**src/rtl/td4_cpu.sv**
```systemverilog
// TD4-class single-cycle CPU: A/B registers, carry flag, in/out ports, JNC/JMP, fetch from async ROM.
// Latency: one instruction retires per rising edge of clk while en is high; adr follows PC combinationally.
// Backpressure: en low freezes PC, A, B, carry and out_port; synchronous reset overrides en.
module td4_cpu #(
    parameter int WIDTH = 4
) (
    input  logic             clk,
    input  logic             reset,
    input  logic             en,
    output logic [WIDTH-1:0] adr,
    input  logic [WIDTH+3:0] instr,
    input  logic [WIDTH-1:0] in_port,
    output logic [WIDTH-1:0] out_port,
    output logic             carry
);

    typedef enum logic [3:0] {
        OP_ADD_A_IM = 4'b0000,
        OP_MOV_A_B  = 4'b0001,
        OP_IN_A     = 4'b0010,
        OP_MOV_A_IM = 4'b0011,
        OP_MOV_B_A  = 4'b0100,
        OP_ADD_B_IM = 4'b0101,
        OP_IN_B     = 4'b0110,
        OP_MOV_B_IM = 4'b0111,
        OP_OUT_B    = 4'b1001,
        OP_OUT_IM   = 4'b1011,
        OP_JNC      = 4'b1110,
        OP_JMP      = 4'b1111
    } op_t;

    typedef enum logic [1:0] {
        SRC_ZERO,
        SRC_A,
        SRC_B,
        SRC_IN
    } src_t;

    logic [WIDTH-1:0] pc;
    logic [WIDTH-1:0] a;
    logic [WIDTH-1:0] b;
    logic             c;

    logic [3:0]       op;
    logic [WIDTH-1:0] im;

    src_t             src_sel;
    logic             use_imm;
    logic             load_a;
    logic             load_b;
    logic             load_out;
    logic             jump;

    logic [WIDTH-1:0] src_val;
    logic [WIDTH-1:0] imm_eff;
    logic [WIDTH:0]   sum;

    logic [WIDTH-1:0] pc_next;
    logic [WIDTH-1:0] a_next;
    logic [WIDTH-1:0] b_next;
    logic [WIDTH-1:0] out_next;
    logic             c_next;

    assign op       = instr[WIDTH+3:WIDTH];
    assign im       = instr[WIDTH-1:0];
    assign adr      = pc;
    assign carry    = c;

    // Decode: pick adder source, whether the immediate feeds the adder, and the destination.
    // Non-ADD instructions add zero, so the adder carry is naturally cleared for them.
    always_comb begin
        src_sel  = SRC_ZERO;
        use_imm  = 1'b0;
        load_a   = 1'b0;
        load_b   = 1'b0;
        load_out = 1'b0;
        jump     = 1'b0;
        case (op)
            OP_ADD_A_IM: begin src_sel = SRC_A;    use_imm = 1'b1; load_a   = 1'b1; end
            OP_MOV_A_B:  begin src_sel = SRC_B;                    load_a   = 1'b1; end
            OP_IN_A:     begin src_sel = SRC_IN;                   load_a   = 1'b1; end
            OP_MOV_A_IM: begin                     use_imm = 1'b1; load_a   = 1'b1; end
            OP_MOV_B_A:  begin src_sel = SRC_A;                    load_b   = 1'b1; end
            OP_ADD_B_IM: begin src_sel = SRC_B;    use_imm = 1'b1; load_b   = 1'b1; end
            OP_IN_B:     begin src_sel = SRC_IN;                   load_b   = 1'b1; end
            OP_MOV_B_IM: begin                     use_imm = 1'b1; load_b   = 1'b1; end
            OP_OUT_B:    begin src_sel = SRC_B;                    load_out = 1'b1; end
            OP_OUT_IM:   begin                     use_imm = 1'b1; load_out = 1'b1; end
            OP_JNC:      jump = ~c;
            OP_JMP:      jump = 1'b1;
            default:     ;
        endcase
    end

    // Single shared adder: (WIDTH+1)-bit sum, top bit is the carry-out.
    always_comb begin
        case (src_sel)
            SRC_A:   src_val = a;
            SRC_B:   src_val = b;
            SRC_IN:  src_val = in_port;
            default: src_val = '0;
        endcase
        imm_eff = use_imm ? im : '0;
        sum     = {1'b0, src_val} + {1'b0, imm_eff};
    end

    // Next-state values; every register gets an explicit value each cycle.
    always_comb begin
        pc_next  = jump     ? im               : pc + WIDTH'(1);
        a_next   = load_a   ? sum[WIDTH-1:0]   : a;
        b_next   = load_b   ? sum[WIDTH-1:0]   : b;
        out_next = load_out ? sum[WIDTH-1:0]   : out_port;
        c_next   = sum[WIDTH];
    end

    // Architectural state: reset wins, otherwise update only on enabled cycles.
    always_ff @(posedge clk) begin
        if (reset) begin
            pc       <= '0;
            a        <= '0;
            b        <= '0;
            c        <= 1'b0;
            out_port <= '0;
        end else if (en) begin
            pc       <= pc_next;
            a        <= a_next;
            b        <= b_next;
            c        <= c_next;
            out_port <= out_next;
        end else begin
            pc       <= pc;
            a        <= a;
            b        <= b;
            c        <= c;
            out_port <= out_port;
        end
    end

endmodule
```
**config.mk**
```make
export PLATFORM = sky130hd
export DESIGN_NAME = td4_cpu
export DESIGN_NICKNAME = d
export VERILOG_FILES = /design/src/rtl/td4_cpu.sv
export SDC_FILE = /design/constraint.sdc
export NUM_CORES = 1
export LEC_CHECK = 0
export BUFFER_PORTS_ARGS = -buffer_cell sky130_fd_sc_hd__buf_2
export CAP_MARGIN = 10
export CORE_AREA = 2 2 50 52
export CTS_BUF_LIST = sky130_fd_sc_hd__clkbuf_8
export CTS_CLUSTER_DIAMETER = 150
export DETAILED_ROUTE_END_ITERATION = 10
export DIE_AREA = 0 0 52 54
export GPL_ROUTABILITY_DRIVEN = 0
export PLACE_DENSITY_LB_ADDON = 0.12
export SKIP_LAST_GASP = 1
export SLEW_MARGIN = 20
export SYNTH_ARGS = -nofsm -noshare
export SYNTH_HDL_FRONTEND = slang
export SYNTH_SLANG_ARGS = --single-unit
```
**constraint.sdc**
```tcl
create_clock -name clk -period 2.4 [get_ports clk]
set_clock_uncertainty 0.05 [all_clocks]
set_input_delay 0.48 -clock clk [delete_from_list [all_inputs] [get_ports clk]]
set_output_delay 0.48 -clock clk [all_outputs]
set_load 0.01 [all_outputs]
```
### Word level (Yosys, flattened, before mapping)

Cells that the tools add are included.

* add/subtract/negate cells: 2
* equality and inequality tests: 14
* muxes and demuxes: 9
* bitwise gates (word level): 1
* reduce and logical (&&, ||, !) cells: 11

Operators with widths (number)
* 4-bit by 3-bit equality test with 1-bit output, second input constant: 4
* 4-bit equality test, second input constant: 4
* 4-bit one-hot mux with 3 select lines: 1
* 4-bit by 2-bit equality test with 1-bit output, second input constant: 2
* 4-bit 2-to-1 mux: 2
* 4-bit OR reduction: 2
* 2-bit one-hot mux with 3 select lines: 1
* 2-bit AND reduction: 3
* 2-bit OR reduction: 3
* 4-bit by 4-bit adder with 5-bit output: 1
* 5-bit OR reduction: 1
* 4-bit by 1-bit adder with 4-bit output, second input constant: 1
* 2-bit equality test, second input constant: 2
* 4-bit by 1-bit equality test with 1-bit output, second input constant: 1
* 4-bit zero test: 1
* 1-bit 2-to-1 mux: 4
* 3-bit OR reduction: 1
* 2-bit by 1-bit equality test with 1-bit output, second input constant: 1
* 1-bit one-hot mux with 2 select lines: 1
* 1-bit inverter: 1

* register bits: 17
* input port bits: 15
* output and inout bits: 9
* word-level logic and storage cells: 42

### Logic depth before layout (Yosys ltp)

Gate-level depths: netlist of the first run.

* depth in word-level cells: 6
* mapped depth: 9
* depth with buffers taken out: 8

### Least setup slack after synthesis of the first run

OpenSTA, ideal clock, no wires.

* path kind: in2reg
* from: input port instr[5]
* to: register b[3]
* library setup time: 122 ps
* data arrival time: 2180 ps
* required time: 2228 ps
* slack: 48 ps
* cell stages on the path: 8
* buffers on the path: 1
* cells stage by stage: buf_2 or2_0 a31oi_1 nor2b_1 ha_1 a21o_1 a21o_1 a311o_1

* longest elaborated chain between the ends: 6
* elaborated cells on any way between the ends: 25
* those cells by class: add/sub (1); eq/ne (12); mux (5); reduce/logical (7)

RTL lines
* start, declared: RTL line 11 `input logic [WIDTH+3:0] instr,`
* 4-bit equality test (tied with other cells): RTL line 78 `case (op)`
* 3-bit OR reduction (no line) / 2-bit OR reduction (equally long branches)
* 2-bit one-hot mux with 3 select lines: RTL line 78
* 2-bit equality test / 2-bit by 1-bit equality test with 1-bit output (equally long branches): RTL line 97 `case (src_sel)`
* 4-bit one-hot mux with 3 select lines: RTL line 97
* 4-bit by 4-bit adder with 5-bit output: RTL line 104 `sum = {1'b0, src_val} + {1'b0, imm_eff};`
* end signal, assigned: RTL line 127 `b <= b_next;`
* end, declared: RTL line 41 `logic [WIDTH-1:0] b;`

Several ways; a longest one is shown, not always the timed one.
A chain may end at the register's enable or synchronous reset.

### Worst setup path in the final report of the first run

* from: input port instr[6]
* to: register c (netlist: carry)

* longest elaborated chain between the ends: 6
* elaborated cells on any way between the ends: 22
* those cells by class: add/sub (1); eq/ne (12); mux (4); reduce/logical (5)

RTL lines
* 4-bit equality test (tied with other cells): RTL line 78
* 3-bit OR reduction (no line) / 2-bit OR reduction (equally long branches)
* 2-bit one-hot mux with 3 select lines: RTL line 78
* 2-bit equality test / 2-bit by 1-bit equality test with 1-bit output (equally long branches): RTL line 97
* 4-bit one-hot mux with 3 select lines: RTL line 97
* 4-bit by 4-bit adder with 5-bit output (*): RTL line 104
* end signal, assigned: RTL line 128 `c <= c_next;`
* end, declared: RTL line 42 `logic c;`

Mark *: on every way between the ends. The rest lies on a longest branch, timed or not.

==> impl_results.md, run 1 <==
* Status: completed
* Fmax at 0.4708 GHz
* Seq/Total Area, Yosys at 0.3123
* Max Fanout on Critical Path at 6
* Crit path kind: in -> reg
* Critical path buffers and inverters at 1
* Crit path largest cell delay at approximately 0.41 ns
* Number of H-tree levels at 1
* Dpl ws at 0.01623 ns
* Yosys reg bits at 17
* Row Count at 18
* Final Non-Filler Cells at 179
* Clock sink count at 17
* Hold Startpoint: out_port[0]$_SDFFE_PP0P_
* Relative slew margins at 0.6608
* Wire per inst at about 15 microns
* VDD IR max at 0.2839 mV
* Die area at 2808 sq um
* # placed instances at between 150 and 200
* Period Utilization, post-route at 0.8851
* Slowest library cell on the worst path: fa_1
* Area grow syn2layout at 22.62%
* Post-synth EDFFs at 0
* Path length in cells of the critical path at 9
* Final setup margin at approximately 0.28 ns
* Total power at roughly 0.65 mW
* Final Hold Viols at 0
* Clock Latency Late Sink at around 0.25 ns
* Vias per inst at 5.598
* Synth Cell Area at around 1100 sq um
* Worst Path Required at ~2.5 ns
* Synth top area cells: dfxtp_1, mux2i_1, ha_1
* Root buffer cell: clkbuf_8
* Resized cells post-CTS at 0
* Startpoint Class: primary input
* Clk slew on worst S/H paths at 0.07 ns
* Total Neg Setup Slack at 0 ns
* Post-Route WL at around 2.6 mm
* TritonCTS clock tree: yes
* Worst-Margin Slew at around 0.5 ns
* Hold Crit Depth at 2
* Crit path max-delay family: compound AO/OA/AOI/OAI gates
* P per Cell Area at approximately 490 nW/um^2
* Cts hold-fix bufs at 0
* Drt drc at 0
* Max-cap violation count at 0
* R2r worst-path depth at 7
* Buffers added on ports at 23
* Grt ovf at 0
* Die Width at between 50 and 60 microns
* CP Cell Sequence: buf_2 -> or2_0 -> a31oi_1 -> nor2b_1 -> ha_1 -> fa_1 -> a21o_1 -> a21oi_1 -> a211oi_1
* Hold Slack at ~0.4 ns
* Share of layout cells above drive strength 1 at 0.2752
* Synthesized area per cell at between 9 and 10 sq um
* DRT Pass-1 Iters at 4
* Setup Fix Bufs, Post-CTS at 0
* HP Class: reg -> reg
* Global-route wire length before repair at between 4 and 5 mm
* Placed instance area at around 1300 sq um
* Post-synth cell types at 44
* Post-synthesis async set-or-reset flop share at 0
* Leakage at around 0.62 nW
* Final setup viols at 0
* RR Startpoint: a[0]$_SDFFE_PP0P_
* CORE AREA at about 2300 sq um
* Initial antenna violation count at 0
* Top Ports at 24
* Final nets at ~170
* Clock buffer depth at 2
* CP startpoint: instr[6]
* Post-Syn Nets at 139
* Final instance area at 1336 sq um
* Arrival time at the worst endpoint at 2.20 ns
* Vias at 1,002
* Fillers at between 200 and 250
* CTS Buf Count at 3
* Largest net degree at the start of global routing at 21
* DIE HEIGHT at 54 microns
* Cells after Synth at between 100 and 150
* RSZ-0062 raised after global routing: no
* Starting DRT DRC Count at 14
* Vias in the first global route at around 900
* Final antenna diode count at 0
* Share of the synthesized area in the top cell type at 0.3123
* Initial core utilization at 0.4698
* Tmin final at 2.124 ns
* Total GRT Usage at 0.2165
* Layout Utilization at 0.5761
* Fin. max-slew vios at 0
* Cell taking the most area after synthesis: dfxtp_1
* Synth Flop Type: dfxtp_1
* YS warnings at 0
* Antenna viol nets, final at 0
* Post-DP HPWL at 2.086 mm
* CP endpoint kind: flip-flop
cell usage after synthesis (all sizes together), types with 3 or more instances:
| library cell | instances |
|---|---|
| nor2b | 5 |
| and3 | 4 |
| nand3 | 3 |
| a21o | 3 |
| buf | 4 |
| clkbuf | 3 |
| nand2 | 8 |
| mux2i | 8 |
| a311o | 3 |
| dfxtp | 17 |
| a211oi | 4 |
| ha | 5 |
| o2bb2ai | 4 |
| a21oi | 3 |
| nor2 | 10 |
| a2111oi | 3 |
flip-flops by register name (all words and copies together), names as in the netlist:
register / count
carry: 1
a: 4
out_port: 4
adr: 4
b: 4
routing by layer:
layer / track usage / vias to the layer above / wire length [microns]
li1: - / 520 / -
met1: 0.3220 / 465 / 1396
met2: 0.3143 / 15 / 1149
met3: 0.03056 / 2 / 81
met4: 0.07895 / 0 / 17
met5: 0 / - / 0
final timing paths:
kind                                                  to  slack, ns
worst max-delay path                  carry$_SDFFE_PP0P_       0.28
worst min register to register  out_port[0]$_SDFFE_PP0P_       0.41
worst min-delay path            out_port[0]$_SDFFE_PP0P_       0.41
worst max register to register        carry$_SDFFE_PP0P_       0.64
tightest hold or removal path, delay by kind of cell, from the launching register on:
family | cells | cell delay (ns)
AOI/OAI and AO/OA | 1 | 0.06
DFF | 1 | 0.31
and+or+nand+nor | 1 | 0.05
final cells by class:
cell class | instances | area [sq um] | share of cell area
Clock buffer | 3 | 41.29 | 0.03090
Clock inverter | 1 | 7.507 | 0.005618
Inverter | 1 | 3.754 | 0.002809
Multi-Input combinational cell | 93 | 708.2 | 0.5300
Sequential cell | 17 | 340.3 | 0.2547
Tap cell | 30 | 37.54 | 0.02809
Timing Repair Buffer | 34 | 197.7 | 0.1479
cells in the final DEF, fill, tap and decap left out, types with 3 or more instances in the layout:
cell        n
and3_1      4
a311o_1     3
clkbuf_8    3
nand2_1     8
buf_2      23
ha_1        5
a21oi_1     3
buf_4      11
nand3_1     3
o2bb2ai_1   4
mux2i_1     8
nor2b_1     5
nor2_1     10
a21o_1      3
dfxtp_1    17
a211oi_1    4
power by group:
| part | switching, mW | leakage [nW] | internal, mW |
|---|---|---|---|
| clock | 0.103 | 0.0217 | 0.117 |
| combinational | 0.0693 | 0.464 | 0.0604 |
| sequential | 0.00890 | 0.138 | 0.294 |
| total | 0.182 | 0.624 | 0.471 |
cells by family after synthesis:
logic type               after synthesis  share of synthesized area
flip-flops                            17                     0.3123
multiplexers                           8                    0.07348
buffers and inverters                  8                    0.03788
AO/OA/AOI/OAI                         30                     0.2181
adder cells (fa/ha/maj)                6                    0.07578
XOR/XNOR                               1                   0.008038
AND/OR/NAND/NOR                       48                     0.2744
Note: power is estimated with default switching activity, not from simulation.
==> run 2, diff against run 1 <==
PLACE_DENSITY = 0.74   (was unset)
PLACE_DENSITY_LB_ADDON = unset   (was 0.12)
==> run 2 against run 1 <==
Net effect:
- critical path type unchanged
- wire length grew 0.79%
- sequential cell count is the same
- non-clock buffer count shrank 2
- first-iteration DRC count is the same
- fmax shrank 3.9%
- count of clock-buffer cells in the layout is the same
- clock power shrank 2%
- utilization shrank 0.70 points
- cell area shrank 1.2%
- critical path depth shrank 1
- cell count shrank 1.1%
- sequential power is essentially flat
==> impl_results.md, run 2 (synthesis gave the netlist of run 1 again) <==
* Wire per inst at 15.06 microns (+1.9%)
* Max-cap violation count at 0 (unchanged)
* Final antenna diode count at 0 (unchanged)
* Worst-Margin Slew at 0.5139 ns (+0.007405 ns)
* Buffers added on ports at 23 (unchanged)
* HP Class: reg -> reg
* Relative slew margins at 0.6559 (-0.004958)
* Clk slew on worst S/H paths at 0.07 ns (about the same)
* Sequential group share of total power at 0.468 (+0.004)
* Commonest non-fill, non-tap cell in the layout: buf_2
* DRT Pass-1 Iters at 4 (unchanged)
* RR Endpoint: b[2]$_SDFFE_PP0P_
* P per Cell Area at 489.9 nW/um^2 (+0.34%)
* Die area at 2808 sq um (unchanged)
* Share of layout cells above drive strength 1 at 0.2653 (-0.009862)
* Global-route wire length before repair at 4.057 mm (-6.9%)
* Period Utilization, post-route at 0.9210 (+0.03592)
* Clock buffer depth at 2 (unchanged)
* Initial core utilization at 0.4698 (unchanged)
* Fin. max-slew vios at 0 (unchanged)
* Vias per inst at 5.785 (+3.4%)
* Worst reg-to-reg setup slack at 0.61 ns (-0.03 ns)
* Cts hold-fix bufs at 0 (unchanged)
* Switch share at 0.2797 (+0.001309)
* Fillers at 227 (+0.89%)
* Resized cells post-CTS at 0 (unchanged)
* Post-Route WL at 2.666 mm (+0.79%)
* Startpoint Class: primary input
* Hold Crit Depth at 2 (unchanged)
* CP Cell Sequence: buf_2 -> or2_0 -> a31oi_1 -> nor2b_1 -> ha_1 -> fa_1 -> xnor2_1 -> a211oi_1
* Clock group share of total power at 0.333 (-0.005)
* Crit path largest cell delay at 0.41 ns (about the same)
* Total Neg Setup Slack at 0 ns (unchanged)
* Arrival time at the worst endpoint at 2.32 ns (+0.12 ns)
* Die Width at 52 microns (unchanged)
* Root buffer cell: clkbuf_8
* Final setup viols at 0 (unchanged)
* Critical path buffers and inverters at 1 (unchanged)
* Starting DRT DRC Count at 14 (unchanged)
* Slowest library cell on the worst path: fa_1
* Vias in the first global route at 959 (+4.4%)
* Top Ports at 24 (unchanged)
* CORE AREA at 2320 sq um (unchanged)
* Hold Startpoint: out_port[0]$_SDFFE_PP0P_
* RSZ-0062 raised after global routing: no
* Clock sink count at 17 (unchanged)
* Antenna viol nets, final at 0 (unchanged)
* Grt ovf at 0 (unchanged)
* R2r worst-path depth at 6 (-1)
* CP endpoint kind: flip-flop
* Comb pwr share at 0.200 (about the same)
* Sw power at 0.1808 mW (-0.41%)
* Leakage at 0.6203 nW (-0.62%)
* TritonCTS clock tree: yes
* Final Non-Filler Cells at 177 (-1.1%)
* DIE HEIGHT at 54 microns (unchanged)
* Number of H-tree levels at 1 (unchanged)
* Most frequent cells in the layout: buf_2, dfxtp_1, nor2_1
* Crit path kind: in -> reg
* Pint at 0.4658 mW (-1.1%)
* VDD IR max at 0.2968 mV (+4.5%)
* Final Hold Viols at 0 (unchanged)
* # placed instances at 173 (-1.1%)
* Post-DP HPWL at 2.150 mm (+3.1%)
* Vias at 1,024 (+2.2%)
* Status: completed
* Drt drc at 0 (unchanged)
* Area grow syn2layout at 21.13%
* Tmin final at 2.210 ns (+0.08621 ns)
* Max Fanout on Critical Path at 4 (-2)
* Fmax at 0.4524 GHz (-3.9%)
* Crit path max-delay family: adder cells
* Row Count at 18 (unchanged)
* Hold-critical path endpoint: out_port[0]$_SDFFE_PP0P_
* RR Startpoint: a[1]$_SDFFE_PP0P_
* Initial antenna violation count at 0 (unchanged)
* Total GRT Usage at 0.1954 (-0.02106)
* Clock Latency Late Sink at 0.25 ns (about the same)
* Setup Fix Bufs, Post-CTS at 0 (unchanged)
* CTS Buf Count at 3 (unchanged)
* Largest net degree at the start of global routing at 21 (unchanged)
* Hold Slack at 0.4103 ns (+0.0003890 ns)
* Worst Path Required at 2.51 ns (+0.03 ns)
* Final nets at 169 (-1.2%)
run 2: layout make-up:
cell class / instances / area (sq um) / area share
clock buffer: 3 / 41.29 / 0.03128
clock inverter: 1 / 3.754 / 0.002844
sequential: 17 / 340.3 / 0.2578
timing repair buffer: 32 / 182.7 / 0.1384
multi-input combinational: 93 / 710.7 / 0.5384
tap: 30 / 37.54 / 0.02844
inverter: 1 / 3.754 / 0.002844
run 2: routing by layer:
metal  vias to the layer above  GRT usage  wire length [microns]
met3                         2    0.01667                     87
met5                         -          0                      0
met1                       488     0.2377                   1227
li1                        514          -                      -
met2                        20     0.3544                   1336
met4                         0    0.07895                     15
run 2: metrics by stage:
stage          setup WS (ns)  area, sq um    util  total power, mW
6_report              0.1897         1320  0.5690           0.6466
2_1_floorplan        0.04778         1090       -           0.3875
5_1_grt              0.09084         1320  0.5690           0.6736
3_3_place_gp         0.02766         1272  0.5485           0.4311
4_1_cts               0.1552         1318  0.5680           0.6475
3_5_place_dp         -0.1128         1272  0.5485           0.4369
run 2: worst max-delay path by stage:
| stage | start | endpoint | cells past startpoint |
|---|---|---|---|
| 2_1_floorplan | instr[5] | b[3]$_SDFFE_PP0P_ | 8 |
| 3_3_place_gp | instr[4] | b[3]$_SDFFE_PP0P_ | 8 |
| 3_5_place_dp | instr[4] | b[3]$_SDFFE_PP0P_ | 8 |
| 4_1_cts | instr[4] | b[3]$_SDFFE_PP0P_ | 8 |
| 5_1_grt | instr[5] | out_port[3]$_SDFFE_PP0P_ | 8 |
| 6_report | instr[5] | b[2]$_SDFFE_PP0P_ | 8 |
run 2: power by group through the flow:
stage	logic, mW	clock network, mW	registers [mW]
floorplan	0.0767	0	0.311
CTS	0.128	0.217	0.302
global route	0.140	0.229	0.304
detailed placement	0.128	0	0.309
finish	0.129	0.215	0.302
global placement	0.123	0	0.308
run 2: worst min-delay path, cell delays in order (launching register included):
cell	delay, ns
dfxtp_1	0.31
nand2_1	0.05
a21oi_1	0.06
==> run 3, diff against run 2 <==
REMOVE_ABC_BUFFERS = 1   (was unset)
==> run 3 against run 2 <==
Net effect:
- fmax decreased by 0.78%
- setup slack got worse by 0.017 ns
- count of clock-buffer cells in the layout unchanged
- first-iteration DRC count increased by 21%
- critical path depth unchanged
- cell area decreased by 0.19%
- clock power about the same
- total power decreased by 0.35%
- sequential cell count unchanged
- largest cell class unchanged
- largest power group unchanged
==> impl_results.md, run 3 (synthesis gave the netlist of run 1 again) <==
* Final setup viols at 0 (unchanged)
* DRT met1 WL at 1.199 mm (-2.3%)
* Drt drc at 0 (unchanged)
* Period Utilization, post-route at 0.9283 (+0.007285)
* Tmin final at 2.228 ns (+0.01748 ns)
* Clock group share of total power at 0.335 (+0.002)
* DRT Pass-1 Iters at 5 (+1)
* RR Endpoint: b[3]$_SDFFE_PP0P_
* Setup Fix Bufs, Post-CTS at 0 (unchanged)
* Initial antenna violation count at 0 (unchanged)
* Fin. max-slew vios at 0 (unchanged)
* VDD IR max at 0.3597 mV (+21%)
* Final Hold Viols at 0 (unchanged)
* Most frequent cells in the layout: buf_2, dfxtp_1, nor2_1
* Clock sink count at 17 (unchanged)
* CTS Buf Count at 3 (unchanged)
* Top Ports at 24 (unchanged)
* Worst-Margin Slew at 0.5463 ns (+0.03235 ns)
* Commonest non-fill, non-tap cell in the layout: buf_2
* DIE HEIGHT at 54 microns (unchanged)
* Total Neg Setup Slack at 0 ns (unchanged)
* Post-DP HPWL at 1.972 mm (-8.3%)
* Initial core utilization at 0.4698 (unchanged)
* Max Fanout on Critical Path at 4 (unchanged)
* Relative slew margins at 0.6342 (-0.02166)
* Switch share at 0.2777 (-0.001982)
* P per Cell Area at 489.1 nW/um^2 (-0.16%)
* Hold Startpoint: out_port[0]$_SDFFE_PP0P_
* Cts hold-fix bufs at 0 (unchanged)
* Clock buffer depth at 2 (unchanged)
* Total power at 0.6444 mW (-0.35%)
* Sw power at 0.1789 mW (-1.1%)
* RR Startpoint: a[1]$_SDFFE_PP0P_
* Global-route wire length before repair at 4.340 mm (+7.0%)
* CORE AREA at 2320 sq um (unchanged)
* Number of H-tree levels at 1 (unchanged)
* Final instance area at 1318 sq um (-0.19%)
* Placed instance area at 1272 sq um (unchanged)
* Uppermost layer routed: met4
* Hold-critical path endpoint: out_port[0]$_SDFFE_PP0P_
* Area grow syn2layout at 20.90%
* Root buffer cell: clkbuf_8
* Vias at 1,032 (+0.78%)
* Wire per inst at 14.60 microns (-3.1%)
* Clk slew on worst S/H paths at 0.07 ns (about the same)
* Clock Latency Late Sink at 0.26 ns (about the same)
* Status: completed
* Crit path kind: in -> reg
* Final nets at 169 (unchanged)
* Arrival time at the worst endpoint at 2.38 ns (+0.06 ns)
* Die Width at 52 microns (unchanged)
* Grt ovf at 0 (unchanged)
* Post-Route WL at 2.584 mm (-3.1%)
* Comb pwr share at 0.195 (-0.005)
* R2r worst-path depth at 6 (unchanged)
* CP startpoint: instr[5]
* Row Count at 18 (unchanged)
* Sequential group share of total power at 0.470 (+0.002)
* Largest net degree at the start of global routing at 21 (unchanged)
* HP Class: reg -> reg
* TritonCTS clock tree: yes
* CP endpoint kind: flip-flop
* Vias per inst at 5.831 (+0.78%)
* Starting DRT DRC Count at 17 (+3)
* Pint at 0.4654 mW (about the same)
* Fmax at 0.4489 GHz (-0.78%)
* Vias in the first global route at 974 (+1.6%)
* Die area at 2808 sq um (unchanged)
* Total GRT Usage at 0.2131 (+0.01766)
* Resized cells post-CTS at 0 (unchanged)
* Fillers at 208 (-8.4%)
* Share of layout cells above drive strength 1 at 0.2585 (-0.006803)
* WL met2 at 1.206 mm (-9.7%)
* RSZ-0062 raised after global routing: no
* Layout Utilization at 0.5680 (-0.001079)
* Startpoint Class: primary input
* Worst reg-to-reg setup slack at 0.55 ns (-0.06 ns)
* Met3 wire len at 91 microns (+4.6%)
* Hold Crit Depth at 2 (unchanged)
* Max-cap violation count at 0 (unchanged)
* Antenna viol nets, final at 0 (unchanged)
* Buffers added on ports at 23 (unchanged)
* Leakage at 0.6196 nW (-0.11%)
* Final antenna diode count at 0 (unchanged)
* Worst Path Required at 2.56 ns (+0.05 ns)
## run 3: per-layer routing
layer / global-route usage / up-vias
met1: 0.2750 / 482
li1: - / 519
met2: 0.3333 / 20
met4: 0.1140 / 0
met5: 0 / -
met3: 0.04444 / 11
## run 3: layout make-up
| class | instances | area (sq um) | share of cell area |
|---|---|---|---|
| timing repair buffer | 32 | 182.7 | 0.1387 |
| clock inverter | 1 | 3.754 | 0.002849 |
| multi-input combinational | 93 | 708.2 | 0.5375 |
| clock buffer | 3 | 41.29 | 0.03134 |
| inverter | 1 | 3.754 | 0.002849 |
| sequential | 17 | 340.3 | 0.2583 |
| tap | 30 | 37.54 | 0.02849 |
## run 3: how the worst max path moves through the flow
stage	cells past startpoint	slack [ns]	endpoint
final	8	0.17	b[3]$_SDFFE_PP0P_
after global routing	8	0.05	b[3]$_SDFFE_PP0P_
after CTS	8	0.18	b[3]$_SDFFE_PP0P_
after detailed placement	8	-0.07	b[3]$_SDFFE_PP0P_
after global placement	8	0.007	b[3]$_SDFFE_PP0P_
after floorplan	7	0.22	b[3]$_SDFFE_PP0P_
## run 3: critical path: stages
cell,delay (ns)
buf_2,0.12
or2_0,0.22
a31oi_1,0.30
nor2b_1,0.14
ha_1,0.29
a21o_1,0.19
a2111oi_0,0.48
a311o_1,0.18
## run 3: per-stage QoR
step,setup WS [ns],hold slack (ns),std cells
after floorplan,0.2193,0.4096,111
after global placement,0.007441,0.3899,173
after detailed placement,-0.07450,0.4036,173
after CTS,0.1787,0.4132,177
after global routing,0.05106,0.4589,177
final,0.1722,0.4098,177
## run 3: power by group through the flow
stage | Sequential (mW) | Combinational, mW | Clock [mW]
after floorplan | 0.311 | 0.0611 | 0
after global placement | 0.308 | 0.123 | 0
after detailed placement | 0.309 | 0.125 | 0
after CTS | 0.303 | 0.126 | 0.221
after global routing | 0.304 | 0.140 | 0.236
final | 0.303 | 0.126 | 0.216
